## src/rtl/dct_coef_accumulator.sv

```systemverilog
// dct_coef_accumulator
//   Multiply-accumulate back end for the DCT datapath. It sums N_TERMS
//   consecutive signed products into one coefficient and saturates the sum
//   to OUT_W bits. The result is presented through a one-entry valid/ready
//   output register, and each coefficient is tagged with its index in the row.
//
// Ports
//   i_clk, i_rst      rising-edge clock, synchronous active-high reset
//   i_prod_valid      i_product is valid this cycle
//   i_product         signed IN_W-bit product
//   o_prod_ready      product accepted this cycle (combinational)
//   i_flush           drop the partial sum and zero the index counter
//   o_coef_valid      output register holds a coefficient
//   o_coef            saturated coefficient
//   o_coef_idx        index of the held coefficient
//   o_coef_sat        held coefficient was clipped
//   i_coef_ready      consumer takes the coefficient this cycle
//   o_busy            partial accumulation in progress
module dct_coef_accumulator #(
  parameter int N_TERMS = 8,
  parameter int IN_W    = 16,
  parameter int OUT_W   = 16,
  parameter int IDX_W   = 3
) (
  input  logic             i_clk,
  input  logic             i_rst,
  input  logic             i_prod_valid,
  input  logic [IN_W-1:0]  i_product,
  output logic             o_prod_ready,
  input  logic             i_flush,
  output logic             o_coef_valid,
  output logic [OUT_W-1:0] o_coef,
  output logic [IDX_W-1:0] o_coef_idx,
  output logic             o_coef_sat,
  input  logic             i_coef_ready,
  output logic             o_busy
);

  localparam int CNT_W = $clog2(N_TERMS);
  localparam int ACC_W = IN_W + CNT_W;

  localparam logic [CNT_W-1:0] LAST_TERM = CNT_W'(N_TERMS - 1);

  // Saturation bounds expressed at accumulator width.
  localparam logic signed [ACC_W-1:0] SAT_MAX =
    {{(ACC_W-OUT_W+1){1'b0}}, {(OUT_W-1){1'b1}}};
  localparam logic signed [ACC_W-1:0] SAT_MIN =
    {{(ACC_W-OUT_W+1){1'b1}}, {(OUT_W-1){1'b0}}};

  // Bit 0 marks a partial sum in progress and bit 1 a held coefficient,
  // so ACCUM and HOLD can coexist as ACCUM_HOLD.
  typedef enum logic [1:0] {
    IDLE       = 2'b00,
    ACCUM      = 2'b01,
    HOLD       = 2'b10,
    ACCUM_HOLD = 2'b11
  } state_t;

  state_t                    state, state_nxt;
  logic [CNT_W-1:0]          term_cnt, term_cnt_nxt;
  logic signed [ACC_W-1:0]   acc, acc_nxt;
  logic [IDX_W-1:0]          idx_cnt, idx_cnt_nxt;
  logic [OUT_W-1:0]          coef_q, coef_nxt;
  logic [IDX_W-1:0]          coef_idx_q, coef_idx_nxt;
  logic                      sat_q, sat_nxt;

  logic                      hold;
  logic                      hold_nxt;
  logic                      last;
  logic                      accept;
  logic                      complete;
  logic signed [ACC_W-1:0]   prod_ext;
  logic signed [ACC_W-1:0]   sum;
  logic                      clip_hi;
  logic                      clip_lo;
  logic [OUT_W-1:0]          sat_val;

  assign hold = (state == HOLD) || (state == ACCUM_HOLD);

  // Datapath: sign-extended sum of the running total and the new product.
  always_comb begin
    prod_ext = {{CNT_W{i_product[IN_W-1]}}, i_product};
    last     = (term_cnt == LAST_TERM);
    // Only the final term of a row needs a free output slot.
    o_prod_ready = !i_flush && (!last || !hold || i_coef_ready);
    accept   = i_prod_valid && o_prod_ready;
    complete = accept && last;
    sum      = (term_cnt == '0) ? prod_ext : acc + prod_ext;
    clip_hi  = (sum > SAT_MAX);
    clip_lo  = (sum < SAT_MIN);
    if (clip_hi) begin
      sat_val = SAT_MAX[OUT_W-1:0];
    end else if (clip_lo) begin
      sat_val = SAT_MIN[OUT_W-1:0];
    end else begin
      sat_val = sum[OUT_W-1:0];
    end
  end

  // Next-state and next-register values.
  always_comb begin
    term_cnt_nxt = term_cnt;
    acc_nxt      = acc;
    idx_cnt_nxt  = idx_cnt;
    coef_nxt     = coef_q;
    coef_idx_nxt = coef_idx_q;
    sat_nxt      = sat_q;
    hold_nxt     = hold;

    if (i_flush) begin
      term_cnt_nxt = '0;
      acc_nxt      = '0;
      idx_cnt_nxt  = '0;
    end else if (accept) begin
      term_cnt_nxt = term_cnt + 1'b1;
      acc_nxt      = sum;
      if (complete) begin
        idx_cnt_nxt = idx_cnt + 1'b1;
      end
    end

    // A completion in the same cycle as a drain refills the register.
    if (complete) begin
      coef_nxt     = sat_val;
      coef_idx_nxt = idx_cnt;
      sat_nxt      = clip_hi || clip_lo;
      hold_nxt     = 1'b1;
    end else if (hold && i_coef_ready) begin
      hold_nxt     = 1'b0;
    end

    state_nxt = state_t'({hold_nxt, (term_cnt_nxt != '0)});
  end

  always_ff @(posedge i_clk) begin
    if (i_rst) begin
      state      <= IDLE;
      term_cnt   <= '0;
      acc        <= '0;
      idx_cnt    <= '0;
      coef_q     <= '0;
      coef_idx_q <= '0;
      sat_q      <= 1'b0;
    end else begin
      state      <= state_nxt;
      term_cnt   <= term_cnt_nxt;
      acc        <= acc_nxt;
      idx_cnt    <= idx_cnt_nxt;
      coef_q     <= coef_nxt;
      coef_idx_q <= coef_idx_nxt;
      sat_q      <= sat_nxt;
    end
  end

  assign o_coef_valid = hold;
  assign o_coef       = coef_q;
  assign o_coef_idx   = coef_idx_q;
  assign o_coef_sat   = sat_q;
  assign o_busy       = (state == ACCUM) || (state == ACCUM_HOLD);

endmodule
```

## config.mk

```make
export PLATFORM = sky130hd
export DESIGN_NAME = dct_coef_accumulator
export DESIGN_NICKNAME = d
export VERILOG_FILES = /design/src/rtl/dct_coef_accumulator.sv
export SDC_FILE = /design/constraint.sdc
export NUM_CORES = 1
export LEC_CHECK = 0
export ABC_CLOCK_PERIOD_IN_PS = 3500
export CORE_MARGIN = 2
export CORE_UTILIZATION = 30
export CTS_CLUSTER_DIAMETER = 120
export CTS_CLUSTER_SIZE = 40
export DETAILED_ROUTE_END_ITERATION = 6
export GPL_TIMING_DRIVEN = 0
export MAX_ROUTING_LAYER = met4
export PLACE_DENSITY = 0.58
export SETUP_SLACK_MARGIN = 0.05
export SLEW_MARGIN = 20
export SYNTH_ARGS = -nofsm -noshare
export SYNTH_HDL_FRONTEND = slang
export SYNTH_SLANG_ARGS = --single-unit
```

## constraint.sdc

```tcl
create_clock -name i_clk -period 3.5 [get_ports i_clk]
set_clock_uncertainty 0.1 [all_clocks]
set_input_delay 1.05 -clock i_clk [delete_from_list [all_inputs] [get_ports i_clk]]
set_output_delay 1.05 -clock i_clk [all_outputs]
set_load 0.1 [all_outputs]
```

==> flow_summary_export.csv, run 1 <==
group,metric,value,unit
hold_path,hold_class,"flip-flop to flip-flop",
routing,wl_per_cell,15.3,µm
clock_network,cts-htree-levels,2,
logic_synthesis,synth_warnings,0,
logic_synthesis,synth_flop_cell,"dfxtp_1",
floorplanning,fp-row-count,37,
setup_path,path_delay_family,"compound AO/OA/AOI/OAI gates",
logic_synthesis,postSynthNetCount,431,
final_layout,drive_above_1_share,0.229,
global_routing,grt.overflow.total,0,
clock_network,clock_path_buffers,2,
final_layout,utilization,0.430,
logic_synthesis,syn_avg_cell_area,8.17,µm²
global_routing,grt_pass1_wl,15000,µm
placed_design,dpl.cell_count,566,
routing,ant_nets,0,
sta,tightest_slew,990,ps
routing,met3_length,161,µm
sta,slew_viol_final,0,
sta,whs,365,ps
pwr,peakVddDrop,0.239,mV
global_routing,grt_pass1_vias,2984,
global_routing,track_usage,0.166,
clock_network,cts_made_buffers,5,
floorplanning,die_y,107,µm
routing,top_layer,"met4",
setup_path,r2r_slack,300,ps
logic_synthesis,yosys.cell_types.count,59,
routing,vias,3081,
pwr,p_total,1.18,mW
routing,drt_wl_total,9160,µm
logic_synthesis,synth_cells,387,
setup_path,worst_setup_path_end_kind,"flip-flop",
clock_network,clkTransAtPathRegs,100,ps
clock_network,cts_sinks,47,
logic_synthesis,synth_top_area_share,0.298,
pwr,p_per_area,266,nW/µm²
final_layout,antenna_cells,0,
setup_path,worst_setup_path_start_kind,"primary input",
routing,met2_length,4300,µm
sta,finalSetupTns,-343,ps
sta,timing.final.ws_setup,-82.0,ps
placed_design,place_area,3810,µm²
routing,drtIter0Drc,193,
logic_synthesis,synth_area_leaders,"dfxtp_1 30%, ha_1 8.7%, nor2_1 6.7%",
clock_network,clk_latency,310,ps
sta,final_hold_viol_count,0,
logic_synthesis,postSynth.asyncResetShare,0,
clock_network,cts_hold_buf,0,
sta,timing.fmax,279,MHz
clock_network,cts_tree,"built",
sta,period_minus_slack,3580,ps
final_layout,final_cells,598,
sta,slew_headroom,0.338,
logic_synthesis,syn_area,3160,µm²
sta,rsz0062_at_grt,"yes",
pwr,leakage,1.63,nW
final_layout,final_common_cell,"nor2_1",
final_layout,final_cell_mix,"56 x nor2_1, 47 x dfxtp_1, 38 x nand2_1",
placed_design,gp_congestion,0.827,
floorplanning,dieArea,11400,µm²
setup_path,slowest_delay,350,ps
final_layout,nets,505,
global_routing,grt_max_degree,17,
global_routing,antenna_found_initial,0,
status,violations,"negative setup slack",
setup_path,worst_path_most_repeated_cell,"a211o_1",
routing,wl_met1,4640,µm
logic_synthesis,ys_ff_latch,47,
routing,viasPerCell,5.15,
job,drv_cap,0,
placed_design,dp_slack,-978,ps
setup_path,critPathRequiredTime,3630,ps
setup_path,crit_chain,"buf_8 -> ha_4 -> inv_2 -> fa_2 -> nand2b_4 -> a21o_4 -> a211o_1 -> a211o_1 -> a31oi_4 -> mux2i_4 -> o41ai_4 -> buf_6 -> o32ai_2",
setup_path,timing.critical_path.buf_inv,3,
logic_synthesis,yosysTopAreaCell,"dfxtp_1",
floorplanning,core_area,10300,µm²
logic_synthesis,ys_seq_area_frac,0.298,
routing,dr.pass1.iters,4,
floorplanning,initial_core_util,0.308,
status,status,"complete, but fails checks",
floorplanning,boundaryPins,44,
final_layout,area_delta_synth_final,40.0,%
placed_design,dpl.hpwl,6690,µm
setup_path,cpMaxStageDelayCell,"fa_2",
sta,setup_violations,13,
final_layout,fin_area,4420,µm²
setup_path,arrival,3710,ps
logic_synthesis,synth_edf_count,0,
routing,drc,0,
clock_network,clock-root-buffer,"clkbuf_8",
setup_path,critPathKind,"primary input to flip-flop",
placed_design,io_buffers,43,
setup_path,crit_fanout,6,
floorplanning,fp.dieW,107,µm
sta,timing.final.crit_share,1.02,
[cells in the mapped netlist, types with 3 or more instances]
cell,count
o21ai_1,6
a211oi_1,12
nor2_1,56
and3_1,3
nand2_1,38
xnor2_1,10
nand2b_1,5
o21a_1,4
a211oi_2,10
o32ai_1,6
clkbuf_1,20
nor2b_1,3
nand3_1,3
o211ai_1,3
ha_1,22
o21bai_1,4
a21oi_1,33
inv_1,8
a21o_1,8
xor2_1,6
dfxtp_1,47
o22ai_1,4
o21ai_0,10
nor3_1,7
mux2i_1,7
and2_1,4
or3_1,8
nand4_1,3
[metal layers]
| layer | up-vias | GRT usage |
|---|---|---|
| met3 | 5 | 0.0152 |
| met4 | 0 | 0.0334 |
| li1 | 1550 | - |
| met2 | 59 | 0.265 |
| met5 | - | - |
| met1 | 1467 | 0.232 |
[where the power goes]
part	internal [mW]	switching (mW)	leakage (nW)
clock	0.143	0.204	0.0408
combinational	0.125	0.156	1.21
sequential	0.542	0.00798	0.380
[sequential cells by signal, summed over array words and instances, names as in the netlist]
name        flops
acc            19
idx_cnt         3
o_coef         16
o_coef_idx      3
o_coef_sat      1
state           2
term_cnt        3
[final timing paths]
check / startpoint / endpoint / depth (start not counted)
max reg2reg: acc[0] / o_coef[11] / 12
max: i_product[0] / o_coef[11] / 13
min: o_coef_idx[1] / o_coef_idx[1] / 2
min reg2reg: o_coef_idx[1] / o_coef_idx[1] / 2
[what timing repair did]
action / CTS / global route
setup buffers: 12 / 12
setup endpoints to repair: 21 / 18
gates cloned: 1 / 1
pin swaps: 17 / 21
gates resized for setup: 61 / 27
[cells by family (layout without fill, tap and decap cells)]
family	after synthesis	in the layout	synth area share
AOI/OAI and AO/OA	120	120	0.290
xor gates and xnor gates	16	16	0.0443
adders and majority gates	23	23	0.0934
buffers and inverters	33	108	0.0447
DFF	47	47	0.298
muxes	9	9	0.0301
and+or+nand+nor	139	139	0.200
[worst register-to-register path: stages (launching register included)]
cell,delay (ps)
dfxtp_1,400
ha_4,150
inv_2,30
fa_2,350
nand2b_4,160
a21o_4,220
a211o_1,300
a211o_1,310
a31oi_4,250
mux2i_4,310
o41ai_4,140
buf_6,170
o32ai_2,230
[final cells by class]
class,instances,area [µm²]
Inverter,8,30.0
Fill cell,1055,5850
Clock inverter,3,23.8
Clock buffer,5,68.8
Timing Repair Buffer,69,627
Tap cell,136,170
Multi-Input combinational cell,307,2450
Buffer,23,113
Sequential cell,47,941
(Power assumes the default switching activity.)
==> run 2: changes to the inputs <==
--- a/config.mk
+++ b/config.mk
@@ -5,15 +5,15 @@
 export SDC_FILE = /design/constraint.sdc
 export NUM_CORES = 1
 export LEC_CHECK = 0
-export ABC_CLOCK_PERIOD_IN_PS = 3500
+export ABC_CLOCK_PERIOD_IN_PS = 3900
 export CORE_MARGIN = 2
-export CORE_UTILIZATION = 30
+export CORE_UTILIZATION = 55
 export CTS_CLUSTER_DIAMETER = 120
 export CTS_CLUSTER_SIZE = 40
 export DETAILED_ROUTE_END_ITERATION = 6
 export GPL_TIMING_DRIVEN = 0
 export MAX_ROUTING_LAYER = met4
-export PLACE_DENSITY = 0.58
+export PLACE_DENSITY = 0.87
 export SETUP_SLACK_MARGIN = 0.05
 export SLEW_MARGIN = 20
 export SYNTH_ARGS = -nofsm -noshare
==> constraint.sdc (replaced) <==
create_clock -name i_clk -period 3.9 [get_ports i_clk]
set_clock_uncertainty 0.1 [all_clocks]
set_input_delay 1.17 -clock i_clk [delete_from_list [all_inputs] [get_ports i_clk]]
set_output_delay 1.17 -clock i_clk [all_outputs]
set_load 0.005 [all_outputs]
==> flow_summary_export.csv, run 2 (synthesis results as in run 1) <==
group,metric,value,unit
clock_network,cts-htree-levels,2,
sta,period_minus_slack,3900,ps
routing,ant_nets,0,
clock_network,clock-root-buffer,"clkbuf_8",
global_routing,grt_pass1_wl,15600,µm
sta,tightest_slew,716,ps
placed_design,dp_slack,-708,ps
placed_design,dpl.cell_count,502,
routing,drc,0,
sta,finalSetupTns,-0.933,ps
sta,timing.final.ws_setup,-0.933,ps
final_layout,final_common_cell,"nor2_1",
final_layout,utilization,0.764,
sta,rsz0062_at_grt,"yes",
final_layout,nets,501,
final_layout,area_delta_synth_final,33.9,%
status,status,"complete, but fails checks",
clock_network,cts_sinks,47,
hold_path,hold_class,"flip-flop to flip-flop",
sta,slew_viol_final,0,
placed_design,dpl.hpwl,6320,µm
final_layout,antenna_cells,0,
pwr,peakVddDrop,0.187,mV
pwr,leakage,1.58,nW
floorplanning,fp.dieW,79.8,µm
routing,drt_wl_total,10300,µm
routing,met2_length,5090,µm
global_routing,antenna_found_initial,0,
global_routing,grt.overflow.total,0,
global_routing,track_usage,0.322,
global_routing,grt_max_degree,17,
routing,dr.pass1.iters,4,
routing,wl_met1,4110,µm
clock_network,cts_made_buffers,5,
setup_path,worst_setup_path_end_kind,"flip-flop",
setup_path,critPathRequiredTime,4030,ps
setup_path,worstRegToRegCells,12,
clock_network,clock_path_buffers,2,
floorplanning,boundaryPins,44,
final_layout,regMostFlops,"acc",
job,drv_cap,0,
placed_design,gp_congestion,0.849,
floorplanning,die_y,79.8,µm
sta,final_hold_viol_count,0,
sta,setup_violations,1,
final_layout,drive_above_1_share,0.203,
routing,wl_per_cell,19.5,µm
setup_path,critPathKind,"primary input to flip-flop",
floorplanning,fp-row-count,27,
setup_path,worst_setup_path_start_kind,"primary input",
routing,viasPerCell,6.38,
sta,timing.final.crit_share,1.00,
floorplanning,dieArea,6370,µm²
clock_network,clkTransAtPathRegs,110,ps
routing,vias,3380,
sta,timing.fmax,256,MHz
pwr,p_per_area,251,nW/µm²
global_routing,grt_pass1_vias,3289,
clock_network,clk_latency,320,ps
final_layout,final_cells,530,
routing,top_layer,"met4",
hold_path,whs_path_depth,2,
placed_design,io_buffers,43,
routing,met3_length,823,µm
clock_network,cts_hold_buf,0,
clock_network,cts_tree,"built",
setup_path,arrival,4030,ps
status,violations,"negative setup slack",
routing,drtIter0Drc,319,
final_layout,final_cell_mix,"56 x nor2_1, 47 x dfxtp_1, 38 x nand2_1",
floorplanning,core_area,5540,µm²
setup_path,crit_fanout,6,
final_layout,largest_reg_flops,19,
sta,slew_headroom,0.522,
floorplanning,initial_core_util,0.570,
## run 2: per-stage QoR
step | total power, mW | hold WS, ps | cell area [µm²]
finish | 1.06 | 376 | 4230
detailed placement | 0.696 | 355 | 3700
floorplan | 0.633 | 340 | 3180
global placement | 0.691 | 349 | 3700
global route | 1.10 | 393 | 4230
CTS | 1.02 | 377 | 4030
## run 2: final timing paths
path	from	endpoint	slack (ps)
max	i_product[13]	o_coef[4]	-0.9
min	o_coef_idx[0]	o_coef_idx[0]	380
max reg2reg	acc[0]	o_coef[4]	600
min reg2reg	o_coef_idx[0]	o_coef_idx[0]	380
## run 2: area by class of cell
| type | instances | area, µm² |
|---|---|---|
| clock buffer | 5 | 68.8 |
| buffer | 23 | 109 |
| timing repair buffer | 65 | 598 |
| inverter | 8 | 30.0 |
| fill | 372 | 1310 |
| multi-input combinational | 307 | 2370 |
| clock inverter | 3 | 22.5 |
| tap | 72 | 90.1 |
| sequential | 47 | 941 |
## run 2: report_power, final
part           internal [mW]  switching [mW]
clock network          0.130           0.196
registers              0.487         0.00715
logic                  0.106           0.137
total                  0.723           0.340
## run 2: timing repair
| action | 4_1_cts | 5_1_grt |
|---|---|---|
| endpoints found under the setup margin | 17 | 16 |
| buffers inserted | 10 | 10 |
| gates resized for setup | 38 | 28 |
| gates cloned | 1 | 1 |
| endpoints found under the hold margin | 0 | 0 |
| pin swaps | 10 | 13 |
## run 2: routing by layer
layer,up-vias,GRT usage
li1,1540,-
met1,1591,0.391
met2,202,0.524
met3,47,0.0509
met4,0,0.156
met5,-,-
## run 2: worst max-delay path: stages
cell             delay (ps)
clkdlybuf4s50_1         480
ha_4                    340
nand4_1                 150
buf_4                   180
nor2_1                  130
nor2_1                  120
a211o_1                 360
a31oi_4                 220
mux2i_4                 310
o41ai_4                 140
buf_6                   170
o32ai_2                 250
==> run 3: changes to the inputs <==
--- a/config.mk
+++ b/config.mk
@@ -6,6 +6,7 @@
 export NUM_CORES = 1
 export LEC_CHECK = 0
 export ABC_CLOCK_PERIOD_IN_PS = 3900
+export CAP_MARGIN = 20
 export CORE_MARGIN = 2
 export CORE_UTILIZATION = 55
 export CTS_CLUSTER_DIAMETER = 120
==> results of run 3 <==
No change in the layout: final DEF, timing and power equal those of run 2.
